## config.mk

```make
export PLATFORM = sky130hd
export DESIGN_NAME = run_detect_param
export DESIGN_NICKNAME = d
export VERILOG_FILES = /design/src/rtl/run_detect_param.sv
export SDC_FILE = /design/constraint.sdc
export NUM_CORES = 1
export LEC_CHECK = 0
export CAP_MARGIN = 0
export CORE_MARGIN = 5
export CORE_UTILIZATION = 54
export DETAILED_ROUTE_END_ITERATION = 8
export PLACE_DENSITY = 0.83
export SLEW_MARGIN = 10
export SYNTH_ARGS = -nofsm -noshare
export SYNTH_HDL_FRONTEND = slang
export SYNTH_SLANG_ARGS = --single-unit
```

## constraint.sdc

```tcl
create_clock -name clk -period 3.62 [get_ports clk]
set_input_delay 0.724 -clock clk [delete_from_list [all_inputs] [get_ports clk]]
set_output_delay 0.724 -clock clk [all_outputs]
set_load 0.02 [all_outputs]
```

## src/rtl/run_detect_param.sv

```systemverilog
// run_detect_param: parametrised run detector for the signal-monitor path.
// A capture strobe latches the threshold, run length and polarity. After that,
// every run of L consecutive qualifying samples (strictly beyond thr in the
// selected direction) counts once. The detector then waits for a re-arm sample
// outside the hysteresis band before it searches again.
//
// Ports:
//   clk          system clock, all state updates on rising edge
//   rst          synchronous active-high reset
//   strt_cap_cmp capture strobe: latch sig/run_len/mode_below, enter SEARCH
//   sig          sample, one per clock
//   run_len      required run length (0 is treated as 1), sampled on capture
//   mode_below   polarity, sampled on capture: 0 = sig > thr, 1 = sig < thr
//   clr_cnt      clear n_run and ovf
//   n_run        completed-run count, saturating
//   run_pulse    one-cycle pulse per completed run
//   armed        high while in SEARCH
//   ovf          sticky: a run completed while n_run was all-ones
//   thr          captured threshold
module run_detect_param #(
  parameter int DATA_W = 4,
  parameter int RL_W   = 4,
  parameter int CNT_W  = 4,
  parameter int HYST   = 0
) (
  input  logic              clk,
  input  logic              rst,
  input  logic              strt_cap_cmp,
  input  logic [DATA_W-1:0] sig,
  input  logic [RL_W-1:0]   run_len,
  input  logic              mode_below,
  input  logic              clr_cnt,
  output logic [CNT_W-1:0]  n_run,
  output logic              run_pulse,
  output logic              armed,
  output logic              ovf,
  output logic [DATA_W-1:0] thr
);

  localparam logic [1:0] IDLE   = 2'd0;
  localparam logic [1:0] SEARCH = 2'd1;
  localparam logic [1:0] HOLD   = 2'd2;

  localparam logic [DATA_W:0] HYST_X = HYST[DATA_W:0];
  localparam logic [DATA_W:0] DMAX_X = {1'b0, {DATA_W{1'b1}}};
  localparam logic [RL_W:0]   ONE_R  = 1;
  localparam logic [RL_W-1:0] ONE_L  = 1;
  localparam logic [CNT_W-1:0] ONE_C = 1;

  typedef struct packed {
    logic [DATA_W-1:0] thr;
    logic [RL_W-1:0]   len;
    logic              below;
  } cfg_t;

  logic [1:0]       state_q, state_d;
  cfg_t             cfg_q, cfg_d;
  logic [RL_W-1:0]  rc_q, rc_d;
  logic [CNT_W-1:0] n_run_q, n_run_d;
  logic             ovf_q, ovf_d;
  logic             pulse_q, pulse_d;
  logic             armed_q;

  // Predicates are evaluated one bit wider so the hysteresis band edges can be
  // clamped to the sample range instead of wrapping.
  logic [DATA_W:0] sig_x, thr_x, lo_x, hi_sum, hi_x;
  logic            qual, rearm, done;
  logic [RL_W:0]   rc_inc;

  always_comb begin
    sig_x  = {1'b0, sig};
    thr_x  = {1'b0, cfg_q.thr};
    lo_x   = (thr_x >= HYST_X) ? (thr_x - HYST_X) : '0;
    hi_sum = thr_x + HYST_X;
    hi_x   = (hi_sum > DMAX_X) ? DMAX_X : hi_sum;
    qual   = cfg_q.below ? (sig < cfg_q.thr) : (sig > cfg_q.thr);
    rearm  = cfg_q.below ? (sig_x >= hi_x) : (sig_x <= lo_x);
    rc_inc = {1'b0, rc_q} + ONE_R;
    done   = qual && (rc_inc == {1'b0, cfg_q.len});
  end

  always_comb begin
    state_d = state_q;
    cfg_d   = cfg_q;
    rc_d    = rc_q;
    n_run_d = n_run_q;
    ovf_d   = ovf_q;
    pulse_d = 1'b0;
    if (strt_cap_cmp) begin
      // Capture cycle's sample is only latched, never evaluated.
      cfg_d.thr   = sig;
      cfg_d.len   = (run_len == '0) ? ONE_L : run_len;
      cfg_d.below = mode_below;
      rc_d        = '0;
      n_run_d     = '0;
      ovf_d       = 1'b0;
      state_d     = SEARCH;
    end else begin
      case (state_q)
        SEARCH: begin
          if (done) begin
            pulse_d = 1'b1;
            rc_d    = '0;
            state_d = HOLD;
            if (&n_run_q) ovf_d = 1'b1;
            else          n_run_d = n_run_q + ONE_C;
          end else if (qual) begin
            rc_d = rc_inc[RL_W-1:0];
          end else begin
            rc_d = '0;
          end
        end
        HOLD: begin
          if (rearm) begin
            rc_d    = '0;
            state_d = SEARCH;
          end
        end
        default: ;
      endcase
      // Clear wins over a same-cycle completion; the pulse still fires.
      if (clr_cnt) begin
        n_run_d = '0;
        ovf_d   = 1'b0;
      end
    end
  end

  always_ff @(posedge clk) begin
    if (rst) begin
      state_q <= IDLE;
      cfg_q   <= '{thr: '0, len: ONE_L, below: 1'b0};
      rc_q    <= '0;
      n_run_q <= '0;
      ovf_q   <= 1'b0;
      pulse_q <= 1'b0;
      armed_q <= 1'b0;
    end else begin
      state_q <= state_d;
      cfg_q   <= cfg_d;
      rc_q    <= rc_d;
      n_run_q <= n_run_d;
      ovf_q   <= ovf_d;
      pulse_q <= pulse_d;
      armed_q <= (state_d == SEARCH);
    end
  end

  assign n_run     = n_run_q;
  assign run_pulse = pulse_q;
  assign armed     = armed_q;
  assign ovf       = ovf_q;
  assign thr       = cfg_q.thr;

endmodule

```

==> reports/results.md, run 1 <==
| Metric | This run | Unit |
|---|---|---|
| Synthesized-area fraction occupied by adder cells | 8.368 | % |
| Most used DFF post-synth | sky130_fd_sc_hd__dfxtp_1 | - |
| Hold buffer count at CTS | 0 | - |
| Number of cells traversed by the worst register-to-register path | 7 | - |
| Cell count of the worst hold path | 2 | - |
| Share of the synthesized area in the top cell type | 36.82 | % |
| Max-slew violation count | 0 | - |
| Cell types with the largest area share after synthesis | sky130_fd_sc_hd__dfxtp_1, sky130_fd_sc_hd__ha_1, sky130_fd_sc_hd__mux2i_1 | - |
| Kind of launch point of the worst setup path | input pin | - |
| Transition time at the pin with the least slew margin | 0.6905 | ns |
| Startpoint of the tightest hold check path | ovf | - |
| Sw Ratio | 26.31 | % |
| Synth top cells by count | sky130_fd_sc_hd__dfxtp_1, sky130_fd_sc_hd__nor2_1, sky130_fd_sc_hd__a21oi_1 | - |
| H-tree level count | 1 | - |
| WL per Instance | 13.04 | um |
| Cell type with the highest aggregate area in the netlist | sky130_fd_sc_hd__dfxtp_1 | - |
| CORE AREA | 0.002170 | mm^2 |
| XOR/XNOR share of the synthesized area | 4.393 | % |
| Largest voltage drop on the vdd net | 0.0002110 | V |
| Final hold violations | 0 | - |
| Area of the multi-input gates | 688.2 | um^2 |
| Number of antenna cells inserted | 0 | - |
| Launch point of the worst reg-to-reg path | rc_q[0] | - |
| Worst Path Max Fanout | 4 | - |
| Count of vias placed by the detailed router | 1002 | - |
| Initial Util | 55.13 | % |
| Floorplan die height | 57.07 | um |
| I/O pins | 24 | - |
| Number of buffers inserted during clock tree synthesis | 3 | - |
| Wire length of the first global-routing pass | 4174 | um |
| Detailed router's first-iteration violation count | 26 | - |
| GRT Overall Usage | 16.19 | % |
| Crit Reg-Reg Endpoint | state_q[1] | - |
| Peak clock frequency supported by timing | 365.0 | MHz |
| Clock transition at the registers of the reported paths | 0.11 | ns |
| Largest net degree at the start of global routing | 16 | - |
| Number of clock sinks seen by CTS | 22 | - |
| Placer Congestion | 0.8387 | - |
| Via count of the first global-routing pass | 966 | - |
| Sum of routed wire length over all layers | 2425 | um |
| Crit end category | flip-flop | - |
| Mean instance size in the synthesized netlist | 8.731 | um^2 |
| Clock share of power | 28.2 | % |
| Critical path start-end classification | input pin to flip-flop | - |
| HPWL after detailed placement | 1875 | um |
| Combinational family with the most area after synthesis | simple AND/OR/NAND/NOR gates | - |
| Final period util | 75.68 | % |
| Switching pwr | 127.2 | uW |
| Area after DPL | 0.001424 | mm^2 |
| Post-Synthesis Cell Area | 0.001196 | mm^2 |
| Setup slack of the most critical reg-to-reg path | 1.31 | ns |
| Tmin final | 2.740 | ns |
| Outcome | finished, final reports clean | - |
| Count of unresolved DRC violations after routing | 0 | - |
| Placement row count | 17 | - |
| Fraction of registers with async set/reset | 0 | % |
| Clock tree from TritonCTS | built | - |
| Area growth from synthesis to final layout | 22.07 | % |
| Via-to-Cell Ratio | 5.387 | - |
| Antenna violations before repair | 0 | - |
| P_int | 356.2 | uW |
| Full die area | 0.003256 | mm^2 |
| Static leakage power | 0.0005786 | uW |
| Cell count after synthesis | 137 | - |
| Final Instance Area | 0.001460 | mm^2 |
| Post-cts resize count | 0 | - |
| Capture endpoint of the worst hold path | ovf | - |
| Arrival time of the worst setup path | 2.99 | ns |
| Register Area | 440.4 | um^2 |
| Power per cell area | 331.1 | mW/mm^2 |
| Source-to-sink clock delay at the later pin of the worst-skew pair | 0.31 | ns |
| Layout cell share with drive strength beyond 1 | 5.063 | % |
| Layout net count | 180 | - |
| Hold Path Class | flip-flop to flip-flop | - |
| Share of the synthesized area in compound gates (AO/OA/AOI/OAI) | 17.36 | % |
| Setup Buffers After CTS | 0 | - |
| Horizontal die dimension | 57.07 | um |
| Headroom to the max-slew limit | 53.82 | % |
| Buffer depth of the longest clock path | 2 | - |
| Number of fillers in the final layout | 184 | - |
| Logic gate share of total power | 18.8 | % |
| Crit path required time | 3.87 | ns |
| Setup TNS | 0 | ns |
| Root buf cell | sky130_fd_sc_hd__clkbuf_4 | - |
| Global route overflow | 0 | - |
| Portion of the post-synthesis area used by sequential elements | 36.82 | % |
| Setup repair after global routing missed its margin | no | - |
| Simple-gate area share of the yosys netlist | 19.87 | % |
| Fraction of synthesized area in multiplexers | 7.531 | % |
| Max Cap Violations | 0 | - |
| Number of warnings issued by yosys | 0 | - |
| Final setup skew | 0.003147 | ns |
| Port Buffer Count | 23 | - |
| Cell with the most instances after synthesis | sky130_fd_sc_hd__dfxtp_1 | - |
| Number of different library cells in the post-synthesis netlist | 36 | - |
| Number of enable flip-flop cells after synthesis | 0 | - |
| Setup violation total in the final timing report | 0 | - |
| Seq pwr share | 53.0 | % |
| Remaining number of nets flagged by the antenna check after routing | 0 | - |
| Flip-flop and latch count after synthesis | 22 | - |
| Nets in the synthesized netlist | 158 | - |
| Number of iterations in the first detailed-routing pass | 4 | - |
## registers in the layout, summed over array words and instances (netlist names)
name and cells:
state_q 2, ovf 1, cfg_q 5, n_run 4, thr 4, rc_q 4, armed 1, run_pulse 1
## worst max-delay path by stage
stage / start / endpoint / depth (start not counted)
after floorplan: sig[3] / n_run[0] / 6
after global placement: sig[0] / state_q[1] / 8
after detailed placement: sig[0] / rc_q[3] / 8
after CTS: sig[0] / rc_q[3] / 8
after global routing: sig[3] / state_q[1] / 7
final: sig[0] / rc_q[3] / 8
## routing by layer
metal / part of all wire [%] / routed length, um / track usage [%] / vias to the layer above
li1: - / - / - / 530
met1: 45 / 1091 / 18.79 / 452
met2: 50 / 1201 / 27.41 / 14
met3: 3.5 / 85 / 3.620 / 6
met4: 1.9 / 46 / 8.940 / 0
met5: 0 / 0 / 0 / -
## critical path, stage by stage
cell and delay (ns):
sky130_fd_sc_hd__clkdlybuf4s50_1 0.48, sky130_fd_sc_hd__inv_1 0.05, sky130_fd_sc_hd__ha_1 0.29, sky130_fd_sc_hd__and4_1 0.22, sky130_fd_sc_hd__a211o_1 0.32, sky130_fd_sc_hd__a2111oi_2 0.58, sky130_fd_sc_hd__o21ai_0 0.17, sky130_fd_sc_hd__a21oi_1 0.16
## cell type report
type,count,share of cell area [%]
Clock buffer,4,2.485
Inverter,8,2.057
Timing Repair Buffer,23,15.77
Multi-Input combinational cell,101,47.13
Tap cell,28,2.399
Sequential cell,22,30.16
## cells in the final DEF, fill, tap and decap left out, drive strengths merged
cell type      Yosys  final
a2111o             1      1
a2111oi            1      1
a211o              2      2
a211oi             2      2
a21oi             12     12
a22oi              2      2
a311oi             1      1
and2               1      1
and2b              1      1
and3               3      3
and4               1      1
clkbuf             1      4
clkdlybuf4s50      0     23
dfxtp             22     22
ha                 8      8
inv                8      8
mux2i              9      9
nand2              3      3
nand2b             1      1
nand3              6      6
nand3b             1      1
nand4              1      1
nor2              19     19
nor2b              2      2
nor3               4      4
o211a              1      1
o211ai             2      2
o21a               1      1
o21ai              4      4
o31ai              1      1
or2                2      2
or3                3      3
xnor2              4      4
xor2               2      2
## cell families (layout without fill, tap and decap cells)
group	Yosys count	after routing
AOI/OAI and AO/OA	30	30
adders and majority gates	8	8
and+or+nand+nor	48	48
buffers and inverters	14	35
DFF	22	22
xor gates and xnor gates	6	6
muxes	9	9
## power by group through the flow
stage / combinational, uW / sequential [uW] / clock [uW]
2_1_floorplan: 60.7 / 262 / 0
3_3_place_gp: 88.2 / 262 / 0
3_5_place_dp: 90.1 / 262 / 0
4_1_cts: 90.8 / 257 / 142
5_1_grt: 99.6 / 258 / 156
6_report: 90.7 / 256 / 136
## stage by stage
stage	hold WS [ns]	total power, uW	worst slack, ns	std cells	util (%)
after global routing	0.5290	514.0	0.6736	186	67.30
after global placement	0.4577	349.8	0.6279	182	65.63
after CTS	0.4985	489.6	0.8681	186	67.30
final	0.4877	483.4	0.8802	186	67.30
after floorplan	0.4811	322.7	1.162	137	-
after detailed placement	0.4696	352.1	0.5486	182	65.63
(Power assumes the default switching activity.)
==> inputs of run 2 (changes only) <==
CORE_UTILIZATION = 50   (was 54)
PLACE_DENSITY = 0.78   (was 0.83)
clock period = 2.7 ns   (was 3.62 ns; I/O delays follow)
==> run 2 against run 1 <==
  * Sequential cell count unchanged
  * Combinational power up 51%
  * Via count up 3.5%
  * Total power up 29%
  * Sequential share of layout area down 1.1 points
  * Final area up 3.7%
  * Critical endpoint is now n_run[0]
  * Largest power group unchanged
==> reports/results.md, run 2 (same netlist as run 1, synthesis figures left out) <==
| Metric | This run | Unit | vs previous |
|---|---|---|---|
| Outcome | finished, final reports clean | - |  |
| Max-slew violation count | 0 | - | unchanged |
| Setup violation total in the final timing report | 0 | - | unchanged |
| Count of buffering cells on the critical path with inverters included | 2 | - | unchanged |
| Post-layout worst setup margin | 0.1420 | ns | -0.7382 ns |
| Count of vias placed by the detailed router | 1037 | - | +3.5% |
| Top cell by count, worst path | sky130_fd_sc_hd__a211o_1 | - |  |
| Post-Route Hold Slack | 0.4927 | ns | +0.005049 ns |
| Final hold violations | 0 | - | unchanged |
| GRT Overall Usage | 16.40 | % | +0.20 points |
| Commonest cells after routing, fill and taps aside | sky130_fd_sc_hd__clkdlybuf4s50_1, sky130_fd_sc_hd__dfxtp_1, sky130_fd_sc_hd__nor2_1, sky130_fd_sc_hd__a21oi_1 | - |  |
| Number of antenna cells inserted | 0 | - | unchanged |
| Antenna violations before repair | 0 | - | unchanged |
| Crit end category | flip-flop | - |  |
| Number of fillers in the final layout | 208 | - | +13% |
| Count of unresolved DRC violations after routing | 0 | - | unchanged |
| Via count of the first global-routing pass | 1051 | - | +8.8% |
| Most common cell after layout, fill and taps aside | sky130_fd_sc_hd__clkdlybuf4s50_1 | - |  |
| Port Buffer Count | 23 | - | unchanged |
| Clock transition at the registers of the reported paths | 0.11 | ns | about the same |
| WL per Instance | 13.05 | um | about the same |
| Power per cell area | 412.3 | mW/mm^2 | +25% |
| Via-to-Cell Ratio | 5.345 | - | -0.77% |
| Number of clock sinks seen by CTS | 22 | - | unchanged |
| Horizontal die dimension | 58.91 | um | +3.2% |
| Kind of launch point of the worst setup path | input pin | - |  |
| Number of buffers inserted during clock tree synthesis | 3 | - | unchanged |
| Area after DPL | 0.001491 | mm^2 | +4.7% |
| Root buf cell | sky130_fd_sc_hd__clkbuf_4 | - |  |
| Post-Layout Cell Count | 194 | - | +4.3% |
| Hold Path Class | flip-flop to flip-flop | - |  |
| Setup slack of the most critical reg-to-reg path | 0.42 | ns | -0.89 ns |
| Launch point of the worst reg-to-reg path | rc_q[0] | - |  |
| Max Cap Violations | 0 | - | unchanged |
| H-tree level count | 1 | - | unchanged |
| Cell count of the worst hold path | 2 | - | unchanged |
| I/O pins | 24 | - | unchanged |
| Cell at the slowest stage of the critical path | sky130_fd_sc_hd__clkdlybuf4s50_1 | - |  |
| Final Instance Area | 0.001514 | mm^2 | +3.7% |
| Final setup skew | 0.008080 | ns | +0.004933 ns |
| Number of cells traversed by the worst register-to-register path | 7 | - | unchanged |
| Number of cells in the design after placement | 191 | - | +4.9% |
| Initial Util | 53.05 | % | -2.1 points |
| Capture endpoint of the worst hold path | ovf | - |  |
| Critical path start-end classification | input pin to flip-flop | - |  |
| Buffer depth of the longest clock path | 2 | - | unchanged |
| Headroom to the max-slew limit | 71.29 | % | +17 points |
| Post-cts resize count | 0 | - | unchanged |
| Global route overflow | 0 | - | unchanged |
| Layout cell share with drive strength beyond 1 | 9.639 | % | +4.6 points |
| Setup repair after global routing missed its margin | no | - |  |
| Crit path required time | 2.93 | ns | -0.94 ns |
| Peak clock frequency supported by timing | 390.9 | MHz |  |
| Area growth from synthesis to final layout | 26.57 | % |  |
| HPWL after detailed placement | 2052 | um | +9.4% |
| Number of iterations in the first detailed-routing pass | 4 | - | unchanged |
| Source-to-sink clock delay at the later pin of the worst-skew pair | 0.30 | ns | about the same |
| Kind of cell with the highest combined delay on the critical path | compound AO/OA/AOI/OAI gates | - |  |
| Sum of routed wire length over all layers | 2531 | um | +4.4% |
| Layout net count | 189 | - | +5.0% |
| Setup Buffers After CTS | 0 | - | unchanged |
| Tmin final | 2.558 | ns |  |
| Largest net degree at the start of global routing | 14 | - | -2 |
| Detailed router's first-iteration violation count | 14 | - | -46% |
| Hold buffer count at CTS | 0 | - | unchanged |
| Static leakage power | 0.0006149 | uW | +6.3% |
| Crit Reg-Reg Endpoint | n_run[0] | - |  |
| Setup TNS | 0 | ns | unchanged |
| Worst slack at placement | -0.1707 | ns | -0.7193 ns |
| Number of flip-flops under the largest register name | 5 | - | unchanged |
| Final period util | 94.74 | % |  |
| Transition time at the pin with the least slew margin | 0.4293 | ns | -0.2612 ns |
| Arrival time of the worst setup path | 2.79 | ns | -0.20 ns |
| Floorplan die height | 58.91 | um | +3.2% |
| Worst Path Max Fanout | 7 | - | +3 |
| Largest voltage drop on the vdd net | 0.0002983 | V | +41% |
| Full die area | 0.003470 | mm^2 | +6.6% |
| Cell breakdown of the critical path | clkdlybuf4s50_1 -> inv_1 -> ha_1 -> and4_1 -> a211o_1 -> a211o_1 -> or3_1 -> a21oi_1 | - |  |
| Placement row count | 17 | - | unchanged |
| Register containing the most flip-flops in the final layout | cfg_q | - |  |
| CORE AREA | 0.002255 | mm^2 | +3.9% |
| Remaining number of nets flagged by the antenna check after routing | 0 | - | unchanged |
| Startpoint of the tightest hold check path | ovf | - |  |
| Highest cell delay on the worst timing path | 0.48 | ns | -0.10 ns |
| Clock tree from TritonCTS | built | - |  |
| Placer Congestion | 0.8499 | - | +1.3% |
| Wire length of the first global-routing pass | 4395 | um | +5.3% |
[run 2: power by group]
part,leakage [uW],internal [uW],switching (uW)
Combinational,0.000422,70.7,65.9
Clock,0.0000138,52.0,91.4
Sequential,0.000179,336,8.67
Total,0.000615,458,166
[run 2: how the worst max path moves through the flow]
stage / from / to / slack, ns / cells past startpoint
after global routing: sig[0] / n_run[0] / 0.01 / 8
final: sig[0] / n_run[0] / 0.14 / 8
after CTS: sig[0] / n_run[0] / 0.14 / 8
after detailed placement: sig[0] / n_run[0] / -0.17 / 8
after global placement: sig[0] / n_run[2] / -0.09 / 10
after floorplan: sig[3] / n_run[0] / 0.43 / 6
[run 2: final cells by class]
type | count | area (um^2) | area share, %
sequential | 22 | 440.4 | 29.09
inverter | 8 | 30.03 | 1.983
multi-input combinational | 101 | 688.2 | 45.45
clock buffer | 3 | 22.52 | 1.488
tap | 28 | 35.03 | 2.314
timing repair buffer | 32 | 297.8 | 19.67
[run 2: per-stage QoR]
| step | utilization, % | power, uW |
|---|---|---|
| 2_1_floorplan | - | 432.7 |
| 3_3_place_gp | 66.15 | 483.3 |
| 3_5_place_dp | 66.15 | 488.0 |
| 4_1_cts | 67.15 | 629.2 |
| 5_1_grt | 67.15 | 662.0 |
| 6_report | 67.15 | 624.2 |
[run 2: worst min-delay path, stage by stage (launching register included)]
cell and delay, ns:
sky130_fd_sc_hd__dfxtp_1 0.34, sky130_fd_sc_hd__a21oi_1 0.04, sky130_fd_sc_hd__nor2_1 0.08
[run 2: metal layers]
layer | up-vias | global-route usage [%] | share of wire (%)
met4 | 0 | 5.825 | 1.2
li1 | 545 | - | -
met1 | 474 | 18.62 | 44
met3 | 4 | 2.412 | 2.9
met5 | - | 0 | 0
met2 | 14 | 30.60 | 51
